==> src/rtl/spi_slave_pkg.sv <==
// Shared types and command-field layout for the burst SPI slave.
// Command word, MSB first: {id[2:0], rw, inc, addr[ADDR_W-1:0]}.
package spi_slave_pkg;

    typedef enum logic [2:0] {
        S_IDLE,
        S_CMD,
        S_RD_FETCH,
        S_RD,
        S_WR,
        S_IGNORE
    } state_t;

    localparam logic [2:0] BCAST_ID   = 3'd7;
    localparam int         ID_W       = 3;
    localparam int         CMD_HDR_W  = 5;

    function automatic int cmd_w(input int addr_w);
        return addr_w + CMD_HDR_W;
    endfunction

    function automatic int id_lsb(input int addr_w);
        return addr_w + 2;
    endfunction

    function automatic int rw_bit(input int addr_w);
        return addr_w + 1;
    endfunction

    function automatic int inc_bit(input int addr_w);
        return addr_w;
    endfunction

endpackage

==> src/rtl/spi_slave_burst_edge_sync.sv <==
// Two-flop synchronisers for the SPI pins plus mode-aware edge detection
// on the synchronised clock, so mosi_s is aligned with sample_edge.
module spi_edge_sync #(
    parameter bit CPOL = 1'b0,
    parameter bit CPHA = 1'b0
) (
    input  logic clk,
    input  logic rst_n,
    input  logic sclk,
    input  logic cs_n,
    input  logic mosi,
    output logic sample_edge,
    output logic shift_edge,
    output logic cs_active,
    output logic mosi_s
);

    // Bit order {mosi, cs_n, sclk}; presets keep the bus idle out of reset.
    localparam logic [2:0] PRESET = {1'b0, 1'b1, CPOL};

    logic [2:0] raw;
    logic [2:0] meta_reg;
    logic [2:0] sync_reg;
    logic       sclk_d_reg;
    logic       sclk_s;
    logic       rise;
    logic       fall;
    logic       lead;
    logic       trail;

    assign raw = {mosi, cs_n, sclk};

    always_ff @(posedge clk or negedge rst_n) begin
        if (!rst_n) begin
            meta_reg   <= PRESET;
            sync_reg   <= PRESET;
            sclk_d_reg <= CPOL;
        end else begin
            meta_reg   <= raw;
            sync_reg   <= meta_reg;
            sclk_d_reg <= sync_reg[0];
        end
    end

    assign sclk_s = sync_reg[0];
    assign rise   = sclk_s & ~sclk_d_reg;
    assign fall   = ~sclk_s & sclk_d_reg;
    assign lead   = CPOL ? fall : rise;
    assign trail  = CPOL ? rise : fall;

    assign sample_edge = CPHA ? trail : lead;
    assign shift_edge  = CPHA ? lead : trail;
    assign cs_active   = ~sync_reg[1];
    assign mosi_s      = sync_reg[2];

endmodule

==> src/rtl/spi_slave_burst.sv <==
// SPI slave front-end with ID match, broadcast writes and auto-increment
// burst access to an external RAM with one cycle of read latency.
module spi_slave_burst
    import spi_slave_pkg::*;
#(
    parameter logic [2:0] MY_ID  = 3'd0,
    parameter int         DATA_W = 16,
    parameter int         ADDR_W = 8,
    parameter bit         CPOL   = 1'b0,
    parameter bit         CPHA   = 1'b0
) (
    input  logic              clk,
    input  logic              rst_n,
    input  logic              sclk,
    input  logic              cs_n,
    input  logic              mosi,
    output logic              miso,
    output logic              miso_oe,
    output logic              mem_we,
    output logic              mem_re,
    output logic [ADDR_W-1:0] mem_addr,
    output logic [DATA_W-1:0] mem_wdata,
    input  logic [DATA_W-1:0] mem_rdata,
    output logic              frame_done,
    output logic              frame_err,
    output logic [DATA_W-1:0] last_wdata
);

    localparam int CMD_W = cmd_w(ADDR_W);
    localparam int SH_W  = (CMD_W > DATA_W) ? CMD_W : DATA_W;
    localparam int CNT_W = $clog2(SH_W + 1);
    localparam logic [CNT_W-1:0] CMD_CNT  = CNT_W'(CMD_W);
    localparam logic [CNT_W-1:0] DATA_CNT = CNT_W'(DATA_W);
    localparam logic [CNT_W-1:0] ONE_CNT  = CNT_W'(1);

    logic sample_edge;
    logic shift_edge;
    logic cs_active;
    logic mosi_s;

    spi_edge_sync #(
        .CPOL (CPOL),
        .CPHA (CPHA)
    ) u_sync (
        .clk         (clk),
        .rst_n       (rst_n),
        .sclk        (sclk),
        .cs_n        (cs_n),
        .mosi        (mosi),
        .sample_edge (sample_edge),
        .shift_edge  (shift_edge),
        .cs_active   (cs_active),
        .mosi_s      (mosi_s)
    );

    state_t            state_reg, state_next;
    logic [CNT_W-1:0]  bitcnt_reg, bitcnt_next;
    logic [SH_W-1:0]   shift_in_reg, shift_in_next;
    logic [DATA_W-1:0] shift_out_reg, shift_out_next;
    logic [ADDR_W-1:0] addr_reg, addr_next;
    logic              inc_reg, inc_next;
    logic              match_reg, match_next;
    logic              fetch_wait_reg, fetch_wait_next;
    logic              miso_reg, miso_next;
    logic              oe_reg, oe_next;
    logic              we_reg, we_next;
    logic              re_reg, re_next;
    logic [ADDR_W-1:0] mem_addr_reg, mem_addr_next;
    logic [DATA_W-1:0] wdata_reg, wdata_next;
    logic              done_reg, done_next;
    logic              err_reg, err_next;
    logic [DATA_W-1:0] last_wdata_reg, last_wdata_next;

    logic [SH_W-1:0]   shifted_in;
    logic [CMD_W-1:0]  cmd_word;
    logic [2:0]        cmd_id;
    logic              cmd_rw;
    logic              cmd_inc;
    logic [ADDR_W-1:0] cmd_addr;
    logic              mid_word;

    assign shifted_in = {shift_in_reg[SH_W-2:0], mosi_s};
    assign cmd_word   = shifted_in[CMD_W-1:0];
    assign cmd_id     = cmd_word[id_lsb(ADDR_W) +: ID_W];
    assign cmd_rw     = cmd_word[rw_bit(ADDR_W)];
    assign cmd_inc    = cmd_word[inc_bit(ADDR_W)];
    assign cmd_addr   = cmd_word[ADDR_W-1:0];

    // A frame is clean only if it ends on a command or data word boundary.
    assign mid_word = ((state_reg == S_CMD) && (bitcnt_reg != CMD_CNT)) ||
                      (((state_reg == S_WR) || (state_reg == S_RD)) && (bitcnt_reg != DATA_CNT));

    always_comb begin
        state_next      = state_reg;
        bitcnt_next     = bitcnt_reg;
        shift_in_next   = shift_in_reg;
        shift_out_next  = shift_out_reg;
        addr_next       = addr_reg;
        inc_next        = inc_reg;
        match_next      = match_reg;
        fetch_wait_next = fetch_wait_reg;
        miso_next       = miso_reg;
        we_next         = 1'b0;
        re_next         = 1'b0;
        mem_addr_next   = mem_addr_reg;
        wdata_next      = wdata_reg;
        done_next       = 1'b0;
        err_next        = 1'b0;
        last_wdata_next = last_wdata_reg;

        if ((state_reg != S_IDLE) && !cs_active) begin
            // Chip select release overrides any edge seen in the same cycle.
            state_next = S_IDLE;
            done_next  = match_reg;
            err_next   = mid_word;
        end else begin
            case (state_reg)
                S_IDLE: begin
                    if (cs_active) begin
                        state_next    = S_CMD;
                        bitcnt_next   = CMD_CNT;
                        shift_in_next = '0;
                        match_next    = 1'b0;
                    end
                end
                S_CMD: begin
                    if (sample_edge) begin
                        shift_in_next = shifted_in;
                        bitcnt_next   = bitcnt_reg - ONE_CNT;
                        if (bitcnt_reg == ONE_CNT) begin
                            addr_next = cmd_addr;
                            inc_next  = cmd_inc;
                            if (cmd_rw && (cmd_id == MY_ID)) begin
                                state_next      = S_RD_FETCH;
                                match_next      = 1'b1;
                                re_next         = 1'b1;
                                mem_addr_next   = cmd_addr;
                                fetch_wait_next = 1'b1;
                            end else if (!cmd_rw && ((cmd_id == MY_ID) || (cmd_id == BCAST_ID))) begin
                                state_next  = S_WR;
                                match_next  = 1'b1;
                                bitcnt_next = DATA_CNT;
                            end else begin
                                state_next = S_IGNORE;
                            end
                        end
                    end
                end
                S_RD_FETCH: begin
                    // First cycle lets the RAM respond; the second captures its data.
                    if (fetch_wait_reg) begin
                        fetch_wait_next = 1'b0;
                    end else begin
                        shift_out_next = mem_rdata;
                        bitcnt_next    = DATA_CNT;
                        state_next     = S_RD;
                    end
                end
                S_RD: begin
                    if (shift_edge) begin
                        miso_next      = shift_out_reg[DATA_W-1];
                        shift_out_next = {shift_out_reg[DATA_W-2:0], 1'b0};
                    end
                    if (sample_edge) begin
                        bitcnt_next = bitcnt_reg - ONE_CNT;
                        if (bitcnt_reg == ONE_CNT) begin
                            if (inc_reg) begin
                                addr_next       = addr_reg + 1'b1;
                                mem_addr_next   = addr_reg + 1'b1;
                                re_next         = 1'b1;
                                fetch_wait_next = 1'b1;
                                bitcnt_next     = DATA_CNT;
                                state_next      = S_RD_FETCH;
                            end else begin
                                state_next = S_IGNORE;
                            end
                        end
                    end
                end
                S_WR: begin
                    if (sample_edge) begin
                        shift_in_next = shifted_in;
                        bitcnt_next   = bitcnt_reg - ONE_CNT;
                        if (bitcnt_reg == ONE_CNT) begin
                            we_next         = 1'b1;
                            mem_addr_next   = addr_reg;
                            wdata_next      = shifted_in[DATA_W-1:0];
                            last_wdata_next = shifted_in[DATA_W-1:0];
                            if (inc_reg) begin
                                addr_next   = addr_reg + 1'b1;
                                bitcnt_next = DATA_CNT;
                            end else begin
                                state_next = S_IGNORE;
                            end
                        end
                    end
                end
                S_IGNORE: begin
                end
                default: begin
                    state_next = S_IDLE;
                end
            endcase
        end

        oe_next = (state_next == S_RD_FETCH) || (state_next == S_RD);
        if (!oe_next) begin
            miso_next = 1'b0;
        end
    end

    always_ff @(posedge clk or negedge rst_n) begin
        if (!rst_n) begin
            state_reg      <= S_IDLE;
            bitcnt_reg     <= '0;
            shift_in_reg   <= '0;
            shift_out_reg  <= '0;
            addr_reg       <= '0;
            inc_reg        <= 1'b0;
            match_reg      <= 1'b0;
            fetch_wait_reg <= 1'b0;
            miso_reg       <= 1'b0;
            oe_reg         <= 1'b0;
            we_reg         <= 1'b0;
            re_reg         <= 1'b0;
            mem_addr_reg   <= '0;
            wdata_reg      <= '0;
            done_reg       <= 1'b0;
            err_reg        <= 1'b0;
            last_wdata_reg <= '0;
        end else begin
            state_reg      <= state_next;
            bitcnt_reg     <= bitcnt_next;
            shift_in_reg   <= shift_in_next;
            shift_out_reg  <= shift_out_next;
            addr_reg       <= addr_next;
            inc_reg        <= inc_next;
            match_reg      <= match_next;
            fetch_wait_reg <= fetch_wait_next;
            miso_reg       <= miso_next;
            oe_reg         <= oe_next;
            we_reg         <= we_next;
            re_reg         <= re_next;
            mem_addr_reg   <= mem_addr_next;
            wdata_reg      <= wdata_next;
            done_reg       <= done_next;
            err_reg        <= err_next;
            last_wdata_reg <= last_wdata_next;
        end
    end

    assign miso       = miso_reg;
    assign miso_oe    = oe_reg;
    assign mem_we     = we_reg;
    assign mem_re     = re_reg;
    assign mem_addr   = mem_addr_reg;
    assign mem_wdata  = wdata_reg;
    assign frame_done = done_reg;
    assign frame_err  = err_reg;
    assign last_wdata = last_wdata_reg;

endmodule

==> config.mk <==
export PLATFORM = sky130hd
export DESIGN_NAME = spi_slave_burst
export DESIGN_NICKNAME = d
export VERILOG_FILES = /design/src/rtl/spi_slave_pkg.sv /design/src/rtl/spi_slave_burst_edge_sync.sv /design/src/rtl/spi_slave_burst.sv
export SDC_FILE = /design/constraint.sdc
export NUM_CORES = 1
export LEC_CHECK = 0
export CAP_MARGIN = 30
export CORE_MARGIN = 2
export CORE_UTILIZATION = 54
export DETAILED_ROUTE_END_ITERATION = 8
export PLACE_DENSITY = 0.8
export SETUP_SLACK_MARGIN = 0.5
export SLEW_MARGIN = 0
export SYNTH_ARGS = -nofsm -noshare
export SYNTH_HDL_FRONTEND = slang
export SYNTH_HIERARCHICAL = 1
export SYNTH_SLANG_ARGS = --single-unit
export TNS_END_PERCENT = 10
==> constraint.sdc <==
create_clock -name clk -period 2.7 [get_ports clk]
set_input_delay 0.27 -clock clk [delete_from_list [all_inputs] [get_ports clk]]
set_output_delay 0.27 -clock clk [all_outputs]
set_load 0.1 [all_outputs]
# Word-level counts from Yosys, hierarchy flattened
# Index checks and enable logic that the tools add are counted.
# totals
ff_bits	87
in_bits	21
out_inout_bits	46
word_cells	161
# classes
n_addsub	2
n_eq_ne	30
mux	73
bitwise	5
reduce_logical	32
# ops
operator	count
8-bit 2-to-1 mux	10
5-bit 2-to-1 mux	9
3-bit 2-to-1 mux	12
16-bit 2-to-1 mux	2
16-bit one-hot mux with 2 select lines	1
15-bit 2-to-1 mux	2
15-bit one-hot mux with 2 select lines	1
1-bit 2-to-1 mux	29
8-bit one-hot mux with 3 select lines	1
5-bit one-hot mux with 4 select lines	1
2-bit by 1-bit inequality test with 1-bit output (second input constant)	9
2-bit inequality test (second input constant)	9
3-bit one-hot mux with 6 select lines	1
8-bit one-hot mux with 2 select lines	1
4-bit AND reduction	4
3-bit by 2-bit equality test with 1-bit output (second input constant)	4
6-bit AND reduction	2
10-bit AND reduction	1
3-bit equality test (second input constant)	3
3-bit nonzero test	3
8-bit by 1-bit adder with 8-bit output (second input constant)	1
8-bit AND reduction	1
2-bit nonzero test	4
7-bit AND reduction	1
other kinds (17)	30

# Depth between registers and ports, before layout
# Gate-level depths: netlist (run 1).
# logic_depth
ltp_word	13
mapped_depth	8
depth_no_buf	7

# Modules after synthesis
# Netlist (run 1), hierarchy kept.
# modules_own_cells
module	n_inst	cells_each	area_each_um2	seq_area_each_um2
spi_slave_burst	1	452	4235.3	2001.9
spi_edge_sync	1	10	196.4	177.7

# Worst setup path before layout (run 1)
# OpenSTA, ideal clock, no wires.
# synth_timing
path_kind	register to register
from	reg bitcnt_reg[1]
to	reg mem_addr_reg[0] (netlist: mem_addr[0])
arrival_ps	1944
t_required_ps	2574
setup_slack_ps	629
stages_incl_launch_ff	8
path_buffers	0
path_cell_list	dfrtp_1 -> inv_1 -> ha_1 -> nor4b_4 -> a32o_1 -> o211ai_2 -> a21oi_4 -> mux2_4
# synth_via
elab_chain_cells	3
word_cells_on_any_way	5
classes_between	eq/ne: 4; reduce/logical: 1
# synth_rtl
element	line	rtl
from (decl)	spi_slave_burst.sv:57	logic [CNT_W-1:0] bitcnt_reg, bitcnt_next;
from (signal assigned)	spi_slave_burst.sv:233	bitcnt_reg <= bitcnt_next;
5-bit by 1-bit equality test with 1-bit output (*)	spi_slave_burst.sv:130, spi_slave_burst.sv:166, spi_slave_burst.sv:184	
2-bit by 1-bit inequality test with 1-bit output (no source line)	--	
10-bit AND reduction (no source line) (*)	--	
to (signal assigned)	spi_slave_burst.sv:244	mem_addr_reg <= mem_addr_next;
to (decl)	spi_slave_burst.sv:68	logic [ADDR_W-1:0] mem_addr_reg, mem_addr_next;
# Mark *: on every way between the ends. The rest lies on a longest branch, timed or not.
# A chain may end at the register's enable or synchronous reset.

# Worst setup path after layout (run 1)
# layout_timing
from	reg bitcnt_reg[1]
to	reg last_wdata_reg[8] (netlist: last_wdata[8])
# layout_via
elab_chain_cells	2
# layout_rtl
element	line	rtl
5-bit by 1-bit equality test with 1-bit output	spi_slave_burst.sv:184	if (bitcnt_reg == ONE_CNT) begin
4-bit AND reduction (no source line)	--	
to (signal assigned)	spi_slave_burst.sv:248	last_wdata_reg <= last_wdata_next;
to (decl)	spi_slave_burst.sv:72	logic [DATA_W-1:0] last_wdata_reg, last_wdata_next;
# Every way passes these cells.

==> flow_summary.yaml, run 1 <==
die:
  dieArea_um2: 8950
  pin_count: 67
  rows: 33
  fp.coreArea_um2: 8090
  die_h_um: 94.6
  start_util_pct: 54.8
  fp.dieW_um: 94.6
yosys:
  synth_edf_count: 0
  syn_area_um2: 4430
  seq_area_frac_synth_pct: 49.2
  async_reset_ff_share_pct: 100
  synth-seq-cells: 87
  synth_ff_type: "dfrtp_1"
  syn_nets: 487
  synthCells: 462
  yosys_warnings: 6
  yosysUniqueCellTypes: 59
  syn_avg_cell_area_um2: 9.59
sta:
  clock.fmax_ghz: 0.471
  relSlewSlack_pct: 41.5
  drv_slew: 0
  finalHoldViolations: 0
  worst_clock_skew_ns: 0.0114
  setup_ws_ns: 0.579
  finalSetupViolations: 0
  setup_tns_ns: 0
  rsz0062_at_grt: "yes"
  worst_pin_slew_ns: 0.877
  min_period_ns: 2.12
  fin_crit_sh_pct: 78.6
detailed_routing:
  via_per_inst: 5.75
  wl_per_cell_um: 15.8
  vias: 3581
  final_antenna_net_count: 0
  drc: 0
  totalWireLength_um: 9820
  first_iter_violations: 380
  firstDrtPassIters: 6
global_routing:
  grt_max_degree: 46
  grt_pass1_vias: 3292
  grt_util_met3_pct: 2.95
  use_met1_pct: 34.8
  grt_most_used_layer: "met1"
  grt_pass1_wl_um: 16200
  grt_overflow: 0
  groute.usage.overall_pct: 23.0
  antenna_found_initial: 0
  met2_usage_pct: 33.9
setup_path:
  crit_type: "flip-flop to flip-flop"
  cp-start-kind: "flip-flop"
  crit_path_start: "bitcnt_reg[1]$_DFFE_PN0P_"
  ff2ff_path_depth: 7
  crit_arrival_ns: 2.36
  required_ns: 2.94
  worstPathMaxFanout: 17
  cp-end-kind: "flip-flop"
  reg2reg_from: "bitcnt_reg[1]$_DFFE_PN0P_"
power:
  finalPower_mw: 4.35
  pwr_density_cell_nw_per_um2: 826
  cellLeakagePower_nw: 2.42
  irDropWorstVdd_v: 0.000449
cts:
  clk_path_buf_depth: 2
  path_clk_slew_ns: 0.09
  cts-root-buf: "clkbuf_8"
  cts_tree: "done"
  clock-sinks: 87
  h-tree-depth: 3
  cts_buffers: 9
  clock_latency_ns: 0.36
placed_design:
  routabilityCongestion: 0.948
  dpl.hpwl_um: 6830
  place_ws_ns: 0.389
  post_dp_cell_area_um2: 4960
  io_buffers: 66
layout:
  num_antenna_cells: 0
  fillers: 674
  drive_above_1_share_pct: 22.2
  stdcell_area_um2: 5270
  nets: 538
  fin_util_pct: 65.1
  syn_to_final_growth_pct: 18.9
job:
  cap_viol_max_count: 0
hold_path:
  hold_class: "primary input to flip-flop"
  hold_path_depth: 1
  worstHoldStart: "cs_n"
run_status:
  status: "complete, no violations"
==> placed cells by master (no fill, tap or decap), types with 3 or more instances in the layout <==
master,instances
a21oi_1,23
mux2_1,12
clkdlybuf4s50_1,19
clkbuf_8,9
ha_1,4
and3_1,8
nand3_1,15
dfrtp_1,83
mux2_2,5
nand2b_1,5
nand4b_1,3
a211oi_1,4
nor2_1,34
buf_4,64
a221o_1,7
clkinv_4,3
nand2_1,79
nor2b_1,3
inv_1,10
o21ai_1,21
nor3_1,11
mux2_4,8
a31oi_1,18
o21ai_0,11
o2bb2ai_1,3
==> logic make-up after synthesis <==
family | Yosys count | share of synthesized area (%)
AND/OR/NAND/NOR | 182 | 20.0
AO/OA/AOI/OAI | 107 | 15.8
flip-flops | 87 | 49.2
buffers and inverters | 55 | 6.35
multiplexers | 27 | 7.48
adder cells (fa/ha/maj) | 4 | 1.13
==> layout make-up <==
class	count	area, µm²	share of cell area, %
multi-input cells	320	1990	37.8
inverters	10	37.5	0.712
clock buffers	9	124	2.35
clock inverters	7	104	1.97
flip-flops and latches	87	2180	41.4
repair buffers	85	701	13.3
well taps	105	131	2.49
==> through the flow <==
stage	cells	hold slack, ns
final	623	0.327
after global routing	623	0.314
after CTS	622	0.319
after detailed placement	601	0.303
after global placement	601	0.299
after floorplan	462	-0.0256
==> Yosys cell counts, types with 3 or more instances <==
cell type	count	area, µm²
mux2_4	8	120
nand4b_1	3	26.3
inv_1	10	37.5
ha_1	4	50.1
o21ai_0	11	55.1
clkbuf_1	15	56.3
a221o_1	7	70.1
and3_1	9	56.3
mux2_2	5	56.3
mux2_1	12	135
nor2_1	35	131
dfrtp_1	85	2130
nand2_1	79	297
o2bb2ai_1	3	26.3
buf_4	16	120
a211oi_1	4	30.0
nand3_1	15	75.1
o21ai_1	21	105
nand2b_1	5	31.3
nor3_1	11	55.1
buf_2	12	60.1
nor2b_1	3	18.8
a31oi_1	18	113
a21oi_1	23	115
==> repair_timing <==
| item | CTS | global route |
|---|---|---|
| gates resized for setup | 3 | 4 |
| hold buffers | 1 | 0 |
| hold endpoints to repair | 43 | 0 |
| buffers inserted | 4 | 1 |
| setup endpoints to repair | 31 | 45 |
| gates cloned | 0 | 0 |
==> final timing paths <==
path,endpoint,slack (ns)
worst min register to register,u_sync/sync_reg[0]$_DFF_PN0_,0.35
worst max-delay path,last_wdata[8]$_DFFE_PN0P_,0.58
worst min-delay path,u_sync/meta_reg[1]$_DFF_PN1_,0.33
max in group asynchronous,u_sync/sync_reg[1]$_DFF_PN1_,1.51
min in group asynchronous,last_wdata[6]$_DFFE_PN0P_,0.43
worst max register to register,last_wdata[8]$_DFFE_PN0P_,0.58
==> per-layer routing <==
layer | vias up | share of wire (%)
met3 | 16 | 4.8
met5 | - | 0
li1 | 1708 | -
met1 | 1728 | 46
met2 | 129 | 47
met4 | 0 | 1.6
==> worst max-delay path: stages, from the launching register on <==
cell and delay [ns]:
dfrtp_1 0.39, inv_1 0.13, ha_1 0.24, nor4b_4 0.24, buf_4 0.19, and3_2 0.25, nand2_4 0.18, mux2_1 0.38
==> power breakdown <==
group	switching (mW)	total [mW]	internal [mW]
clock	0.512	1.05	0.533
sequential	0.232	1.71	1.47
combinational	1.03	1.60	0.572
No activity file was read; power rests on OpenSTA's default activity.
==> run 2, diff against run 1 <==
- CORE_UTILIZATION: 54 -> 49
- PLACE_DENSITY: 0.8 -> 0.76
- clock period: 2.7 -> 1.85 ns (I/O delays scaled with it)
==> run 2 against run 1 <==
Compared with the run above: the run now ends with setup timing left; first-iteration DRC count decreased by 16%; critical path depth is 1 higher; wire length grew 7.3%; clock skew is 0.00085 ns higher; worst hold slack worse by 0.10 ns; via count up 5.4%; sequential share of layout area fell by 4.3 points; non-clock buffer count grew 37; largest cell class is now multi-input combinational cells; global-route usage fell by 0.97 points; count of clock-buffer cells in the layout up 2; die area rose by 9.8%; maximum frequency grew 8.4%.
==> flow_summary.yaml, run 2 (synthesized netlist as in run 1, its figures left out) <==
setup_path:
  r2r-end: "mem_addr[1]$_DFFE_PN0P_"
  cp-start-kind: "flip-flop"
  worstPathMaxFanout: 8
  required_ns: 2.10
  reg2reg_from: "bitcnt_reg[1]$_DFFE_PN0P_"
  crit_arrival_ns: 2.21
  ff2ff_path_depth: 8
  r2r_slack_ns: -0.11
  crit_type: "flip-flop to flip-flop"
  cp-end-kind: "flip-flop"
power:
  power.share.sequential_pct: 36.1
  pwr_density_cell_nw_per_um2: 1130
  cellLeakagePower_nw: 2.67
  p_comb_share_pct: 45.1
  internal-power_mw: 3.93
  switching_power_mw: 2.71
  swShare_pct: 40.8
  finalPower_mw: 6.64
  p_clk_share_pct: 18.8
  irDropWorstVdd_v: 0.000515
global_routing:
  grt_overflow: 0
  groute.usage.overall_pct: 22.0
  grt_pass1_wl_um: 17300
  grt_pass1_vias: 3590
  grt_max_degree: 33
  antenna_found_initial: 0
hold_path:
  min_to: "u_sync/meta_reg[1]$_DFF_PN1_"
  hold_path_depth: 1
  hold_class: "primary input to flip-flop"
  worstHoldStart: "cs_n"
sta:
  clock.fmax_ghz: 0.511
  rsz0062_at_grt: "yes"
  holdWs_ns: 0.226
  finalHoldViolations: 0
  drv_slew: 0
  min_period_ns: 1.96
  setup_tns_ns: -1.01
  finalSetupViolations: 21
  relSlewSlack_pct: 62.0
  setup_ws_ns: -0.108
  fin_crit_sh_pct: 106
  worst_pin_slew_ns: 0.567
  worst_clock_skew_ns: 0.0122
layout:
  stdcell_area_um2: 5870
  fin_util_pct: 67.0
  drive_above_1_share_pct: 36.3
  mostFrequentLayoutCells: "buf_4, dfrtp_1, nand2_1"
  layout_commonest_cell: "buf_4"
  nets: 575
  num_antenna_cells: 0
  syn_to_final_growth_pct: 32.4
  fillers: 649
  layout.cells.non_filler: 662
cts:
  clock_latency_ns: 0.37
  clock-sinks: 87
  clk_path_buf_depth: 2
  h-tree-depth: 3
  cts_tree: "done"
  path_clk_slew_ns: 0.08
  cts-root-buf: "clkbuf_8"
  cts_buffers: 9
detailed_routing:
  firstDrtPassIters: 5
  drc: 0
  totalWireLength_um: 10500
  final_antenna_net_count: 0
  wl_per_cell_um: 15.9
  via_per_inst: 5.70
  vias: 3773
  first_iter_violations: 321
die:
  die_h_um: 99.1
  fp.coreArea_um2: 8760
  fp.dieW_um: 99.1
  dieArea_um2: 9820
  pin_count: 67
  rows: 34
  start_util_pct: 50.6
placed_design:
  routabilityCongestion: 0.938
  dpl.hpwl_um: 7260
  dp.cells: 643
  io_buffers: 66
  place_ws_ns: -0.135
  post_dp_cell_area_um2: 5360
run_status:
  status: "complete, but fails checks"
  violations: "setup timing"
job:
  cap_viol_max_count: 0
-- run 2: cell types whose count changed in the layout (fill, tap and decap cells not counted), sizes merged --
cell / previous run / this run
buf: 65 / 102
bufinv: 2 / 0
clkbuf: 9 / 11
clkinv: 3 / 4
inv: 12 / 10
-- run 2: worst max-delay path: stages (launching register included) --
cell and delay, ns:
dfrtp_1 0.39, inv_2 0.08, ha_4 0.12, nor4b_4 0.31
a32o_1 0.24, o211ai_2 0.12, a21oi_4 0.16, buf_12 0.15
mux2_4 0.29
-- run 2: power groups by stage --
stage                     Sequential [mW]  Combinational [mW]  Clock (mW)
final                                2.39                2.99        1.25
after floorplan                      2.89                1.32           0
after global placement               2.40                2.66           0
after CTS                            2.39                2.91        1.27
after global routing                 2.44                3.19        1.37
after detailed placement             2.41                2.71           0
-- run 2: final cells by class --
class,count,area [µm²],share of cell area [%]
inverter,10,37.5,0.640
sequential,87,2180,37.2
multi-input combinational,320,2250,38.4
timing repair buffer,122,1080,18.4
tap,108,135,2.30
clock buffer,11,151,2.58
clock inverter,4,31.3,0.533
-- run 2: worst max-delay path by stage --
stage / startpoint / end / cells after the start
6_report: bitcnt_reg[1]$_DFFE_PN0P_ / mem_addr[1]$_DFFE_PN0P_ / 8
5_1_grt: bitcnt_reg[1]$_DFFE_PN0P_ / mem_addr[6]$_DFFE_PN0P_ / 8
4_1_cts: bitcnt_reg[1]$_DFFE_PN0P_ / mem_addr[1]$_DFFE_PN0P_ / 8
3_5_place_dp: bitcnt_reg[1]$_DFFE_PN0P_ / mem_addr[4]$_DFFE_PN0P_ / 8
3_3_place_gp: bitcnt_reg[1]$_DFFE_PN0P_ / mem_addr[6]$_DFFE_PN0P_ / 8
2_1_floorplan: bitcnt_reg[1]$_DFFE_PN0P_ / mem_addr[0]$_DFFE_PN0P_ / 7
-- run 2: routing by layer --
layer	wire length [µm]	GRT usage [%]	vias up
met1	4710	31.1	1860
met4	181	8.32	0
met5	0	0	-
met2	5150	34.6	113
met3	493	3.23	15
li1	-	-	1785
-- run 2: what timing repair did --
action,CTS,global route
hold buffers,1,0
endpoints found under the hold margin,27,0
gates resized for setup,72,13
endpoints found under the setup margin,79,80
pin swaps,53,13
setup buffers,3,0
